[src/rtl/systolic_operand_loader.sv]
// Serial operand loader for the systolic multiplier: assembles NxN matrices A and B
// from a valid/ready stream, then releases the multiplier for a fixed compute window.
module systolic_operand_loader #(
  parameter int N           = 2,
  parameter int OP_WIDTH    = 8,
  parameter int HOLD_CYCLES = 3 * N
) (
  input  logic                      clk,
  input  logic                      reset,
  input  logic                      in_valid,
  output logic                      in_ready,
  input  logic [OP_WIDTH-1:0]       in_data,
  input  logic                      abort,
  output logic [N*N*OP_WIDTH-1:0]   a,
  output logic [N*N*OP_WIDTH-1:0]   b,
  output logic                      mult_reset,
  output logic                      busy,
  output logic                      done
);

  localparam int NN    = N * N;
  localparam int IDX_W = (NN > 1) ? $clog2(NN) : 1;
  localparam int CNT_W = (HOLD_CYCLES > 1) ? $clog2(HOLD_CYCLES) : 1;

  localparam logic [IDX_W-1:0] IDX_ZERO = IDX_W'(0);
  localparam logic [IDX_W-1:0] IDX_ONE  = IDX_W'(1);
  localparam logic [IDX_W-1:0] IDX_LAST = IDX_W'(NN - 1);
  localparam logic [CNT_W-1:0] CNT_ZERO = CNT_W'(0);
  localparam logic [CNT_W-1:0] CNT_ONE  = CNT_W'(1);
  localparam logic [CNT_W-1:0] CNT_LAST = CNT_W'(HOLD_CYCLES - 1);

  typedef enum logic [1:0] {
    LOAD_A  = 2'd0,
    LOAD_B  = 2'd1,
    COMPUTE = 2'd2,
    DONE    = 2'd3
  } state_t;

  state_t                    state_r;
  state_t                    state_s;
  logic [IDX_W-1:0]          idx_r;
  logic [IDX_W-1:0]          idx_s;
  logic [CNT_W-1:0]          cnt_r;
  logic [CNT_W-1:0]          cnt_s;
  logic                      accept_s;
  logic                      write_a_s;
  logic                      write_b_s;
  logic [N*N*OP_WIDTH-1:0]   a_r;
  logic [N*N*OP_WIDTH-1:0]   b_r;
  logic                      mult_reset_r;
  logic                      busy_r;
  logic                      done_r;

  // Ready decode: only the two load states take operands.
  always_comb begin
    in_ready = 1'b0;
    if ((state_r == LOAD_A) || (state_r == LOAD_B)) begin
      in_ready = 1'b1;
    end else begin
      in_ready = 1'b0;
    end
  end

  assign accept_s = in_valid & in_ready & ~abort;

  // Next-state, index/counter update and slot write enables.
  always_comb begin
    state_s   = state_r;
    idx_s     = idx_r;
    cnt_s     = cnt_r;
    write_a_s = 1'b0;
    write_b_s = 1'b0;
    case (state_r)
      LOAD_A: begin
        if (abort) begin
          idx_s   = IDX_ZERO;
          state_s = LOAD_A;
        end else if (accept_s) begin
          write_a_s = 1'b1;
          if (idx_r == IDX_LAST) begin
            idx_s   = IDX_ZERO;
            state_s = LOAD_B;
          end else begin
            idx_s = idx_r + IDX_ONE;
          end
        end else begin
          state_s = LOAD_A;
        end
      end
      LOAD_B: begin
        if (abort) begin
          idx_s   = IDX_ZERO;
          state_s = LOAD_A;
        end else if (accept_s) begin
          write_b_s = 1'b1;
          if (idx_r == IDX_LAST) begin
            idx_s   = IDX_ZERO;
            cnt_s   = CNT_ZERO;
            state_s = COMPUTE;
          end else begin
            idx_s = idx_r + IDX_ONE;
          end
        end else begin
          state_s = LOAD_B;
        end
      end
      COMPUTE: begin
        if (abort) begin
          cnt_s   = CNT_ZERO;
          state_s = LOAD_A;
        end else if (cnt_r == CNT_LAST) begin
          cnt_s   = CNT_ZERO;
          state_s = DONE;
        end else begin
          cnt_s = cnt_r + CNT_ONE;
        end
      end
      DONE: begin
        state_s = LOAD_A;
      end
      default: begin
        state_s = LOAD_A;
        idx_s   = IDX_ZERO;
        cnt_s   = CNT_ZERO;
      end
    endcase
  end

  // Control state, counters and registered handshake outputs; outputs follow the
  // next state so mult_reset drops on the very edge that accepts the last B element.
  always_ff @(posedge clk or negedge reset) begin
    if (!reset) begin
      state_r      <= LOAD_A;
      idx_r        <= IDX_ZERO;
      cnt_r        <= CNT_ZERO;
      mult_reset_r <= 1'b1;
      busy_r       <= 1'b0;
      done_r       <= 1'b0;
    end else begin
      state_r      <= state_s;
      idx_r        <= idx_s;
      cnt_r        <= cnt_s;
      mult_reset_r <= (state_s != COMPUTE);
      busy_r       <= (state_s == COMPUTE);
      done_r       <= (state_s == DONE);
    end
  end

  // Operand storage; slots are only ever overwritten, never cleared outside reset.
  always_ff @(posedge clk or negedge reset) begin
    if (!reset) begin
      a_r <= '0;
      b_r <= '0;
    end else begin
      if (write_a_s) begin
        a_r[OP_WIDTH*idx_r +: OP_WIDTH] <= in_data;
      end else begin
        a_r <= a_r;
      end
      if (write_b_s) begin
        b_r[OP_WIDTH*idx_r +: OP_WIDTH] <= in_data;
      end else begin
        b_r <= b_r;
      end
    end
  end

  assign a          = a_r;
  assign b          = b_r;
  assign mult_reset = mult_reset_r;
  assign busy       = busy_r;
  assign done       = done_r;

endmodule

[config.mk]
export PLATFORM = sky130hd
export DESIGN_NAME = systolic_operand_loader
export DESIGN_NICKNAME = d
export VERILOG_FILES = /design/src/rtl/systolic_operand_loader.sv
export SDC_FILE = /design/constraint.sdc
export NUM_CORES = 1
export LEC_CHECK = 0
export CAP_MARGIN = 20
export CORE_MARGIN = 10
export CORE_UTILIZATION = 54
export DETAILED_ROUTE_END_ITERATION = 16
export GPL_TIMING_DRIVEN = 1
export PLACE_DENSITY = 0.95
export SYNTH_ARGS = -nofsm -noshare
export SYNTH_HDL_FRONTEND = slang
export SYNTH_SLANG_ARGS = --single-unit
[constraint.sdc]
create_clock -name clk -period 4 [get_ports clk]
set_input_delay 1.2 -clock clk [delete_from_list [all_inputs] [get_ports clk]]
set_output_delay 1.2 -clock clk [all_outputs]
set_load 0.01 [all_outputs]
==> impl_metrics.env <==
export IMPL_fillCellCount=402
export IMPL_std_cell_rows=28
export IMPL_die_h_um=99.5
export IMPL_syn_inst=231
export IMPL_path_clk_slew_ns=0.07
export IMPL_grt_setup_unrepaired="false"
export IMPL_postCtsSetupRepairBufs=0
export IMPL_hp_class="flop to flop"
export IMPL_status="complete, no violations"
export IMPL_total_power_uw=1570
export IMPL_initial_core_util_pct=56.7
export IMPL_drcViolationCount=0
export IMPL_maxSlewViolCount=0
export IMPL_ys_types=38
export IMPL_path_max_fanout=10
export IMPL_vias=2129
export IMPL_synth_seq_cells=74
export IMPL_track_usage_pct=16.0
export IMPL_syn_to_final_growth_pct=28.4
export IMPL_critPathMaxStageDelay_ns=0.65
export IMPL_post_place_ws_ns=0.984
export IMPL_ioPinCount=80
export IMPL_synthesis_nets=249
export IMPL_worst_pin_slew_ns=0.852
export IMPL_fp_coreArea_um2=6030
export IMPL_period_minus_slack_ns=2.85
export IMPL_ys_flop_type="dfrtp_1"
export IMPL_slew_headroom_pct=43.1
export IMPL_wl_um=7770
export IMPL_drive_gt1_share_pct=28.2
export IMPL_grt_pass1_vias=2315
export IMPL_cp_depth=2
export IMPL_cts_root_buf="clkbuf_8"
export IMPL_powerDensity_nw_per_um2=358
export IMPL_post_cts_resized=0
export IMPL_die_area_um2=9910
export IMPL_crit_arrival_ns=1.65
export IMPL_finalHoldViolCount=0
export IMPL_wire_per_inst_um=19.7
export IMPL_startpoint_type="flop"
export IMPL_cap_violations=0
export IMPL_drtAntennaViolNets=0
export IMPL_skew_ns=0.00837
export IMPL_cts_sinks=74
export IMPL_worst_slack_ns=1.15
export IMPL_synth_edf_count=0
export IMPL_power_leakage_uw=0.00204
export IMPL_rr_worst_depth=5
export IMPL_syn_area_um2=3420
export IMPL_yosysWarnings=0
export IMPL_antenna_found_initial=0
export IMPL_layout_common_cells="clkdlybuf4s50_1, dfrtp_1, mux2_2, and2_1, mux2_4"
export IMPL_place_hpwl_um=5700
export IMPL_clockBufferDepth=2
export IMPL_grt_overflow=0
export IMPL_clock_fmax_mhz=351
export IMPL_cp_top_family="buffers and inverters"
export IMPL_synth_async_reset_ratio_pct=100
export IMPL_seq_area_frac_synth_pct=54.2
export IMPL_crit_slowest_cell="dfrtp_1"
export IMPL_die_x_um=99.5
export IMPL_path_cells="inv_1 > clkdlybuf4s50_1"
export IMPL_mostFrequentLayoutCell="clkdlybuf4s50_1"
export IMPL_cp_required_ns=2.80
export IMPL_grt_start_max_net_pins=39
export IMPL_avgSynthCellArea_um2=14.8
export IMPL_worstSetupPathType="flop to primary output"
export IMPL_tritoncts="yes"
export IMPL_cts_made_buffers=9
export IMPL_fin_tns_setup_ns=0
export IMPL_cts_hold_fix_buffers=0
export IMPL_grt_pass1_wl_um=12400
export IMPL_clock_latency_ns=0.34
export IMPL_post_route_period_util_pct=71.3
export IMPL_drt_iter0_markers=107
export IMPL_port_buffers=79
export IMPL_whs_path_depth=1
export IMPL_dr_pass1_iters=4
export IMPL_cts_htree_levels=3
export IMPL_viasPerCell=5.40
export IMPL_antennaDiodeCount=0
export IMPL_setup_viol=0
export IMPL_peakVddDrop_mv=0.283
export IMPL_crit_buf_inv=2
export IMPL_end_kind="primary output"
export IMPL_gp_congestion=0.774
export IMPL_nets=332
==> kinds of logic (layout without fill, tap and decap cells) <==
group | count (synthesis) | in the layout | synth area share [%]
compound gates | 10 | 10 | 2.20
fa+ha+maj | 6 | 6 | 2.20
buf+inv | 14 | 102 | 3.84
flops | 74 | 74 | 54.2
mux | 65 | 65 | 24.0
simple gates | 61 | 61 | 13.3
xor+xnor | 1 | 1 | 0.256
==> worst paths after layout <==
check / startpoint / end / slack (ns)
max in group asynchronous: reset / mult_reset$_DFF_PN1_ / 2.29
min in group asynchronous: reset / a[20]$_DFFE_PN0P_ / 0.97
worst min-delay path: a[26]$_DFFE_PN0P_ / a[26]$_DFFE_PN0P_ / 0.50
worst min register to register: a[26]$_DFFE_PN0P_ / a[26]$_DFFE_PN0P_ / 0.50
worst max register to register: idx_r[0]$_DFFE_PN0P_ / b[16]$_DFFE_PN0P_ / 1.79
worst max-delay path: state_r[1]$_DFF_PN0_ / in_ready / 1.15
==> Yosys cell counts, types with 2 or more instances <==
library cell   n  area (µm²)
and3_4         3        33.8
ha_1           6        75.1
mux2_2        39         439
mux2_4        24         360
buf_12         3        60.1
and2_1        33         206
nor3b_1        4        30.0
a32o_1         2        20.0
dfrtp_1       73        1830
nand3_2        3        30.0
inv_1          6        22.5
o21ai_0        2        10.0
buf_6          3        33.8
buf_4          2        15.0
nand2_1        2        7.51
nand2b_1       3        18.8
and3b_1        2        17.5
==> state kept, by name, indices dropped and copies added, names as in the netlist <==
name / flops
mult_reset: 1
done: 1
state_r: 2
a: 32
cnt_r: 3
idx_r: 2
busy: 1
b: 32
==> layer usage <==
metal / routed length, µm / share of wire (%) / track usage [%]
met5: 0 / 0 / 0
met4: 112 / 1.4 / 6.39
met3: 707 / 9.1 / 6.92
met2: 3770 / 49 / 26.2
met1: 3180 / 41 / 18.0
==> report_power, final <==
part | leakage [µW] | switching (µW) | total (µW) | internal [µW]
Clock | 0.0000914 | 252 | 539 | 287
Combinational | 0.000928 | 101 | 220 | 119
Sequential | 0.00102 | 25.2 | 811 | 786
Total | 0.00204 | 379 | 1570 | 1190
==> layout make-up <==
cell class	instances	area (µm²)	area share, %
inverter	6	22.5	0.513
clock inverter	3	40.0	0.913
tap	75	93.8	2.14
multi-input combinational	143	1430	32.7
timing repair buffer	80	806	18.4
clock buffer	13	139	3.17
sequential	74	1850	42.2
==> through the flow <==
stage          area (µm²)  hold WS, ns  cells  utilization [%]
2_1_floorplan        3420        0.493    231                -
3_3_place_gp         4210        0.478    378             69.8
3_5_place_dp         4210        0.494    378             69.8
4_1_cts              4390        0.509    394             72.8
5_1_grt              4390        0.524    394             72.8
6_report             4390        0.504    394             72.8
Power figures use the tool's default switching activity.
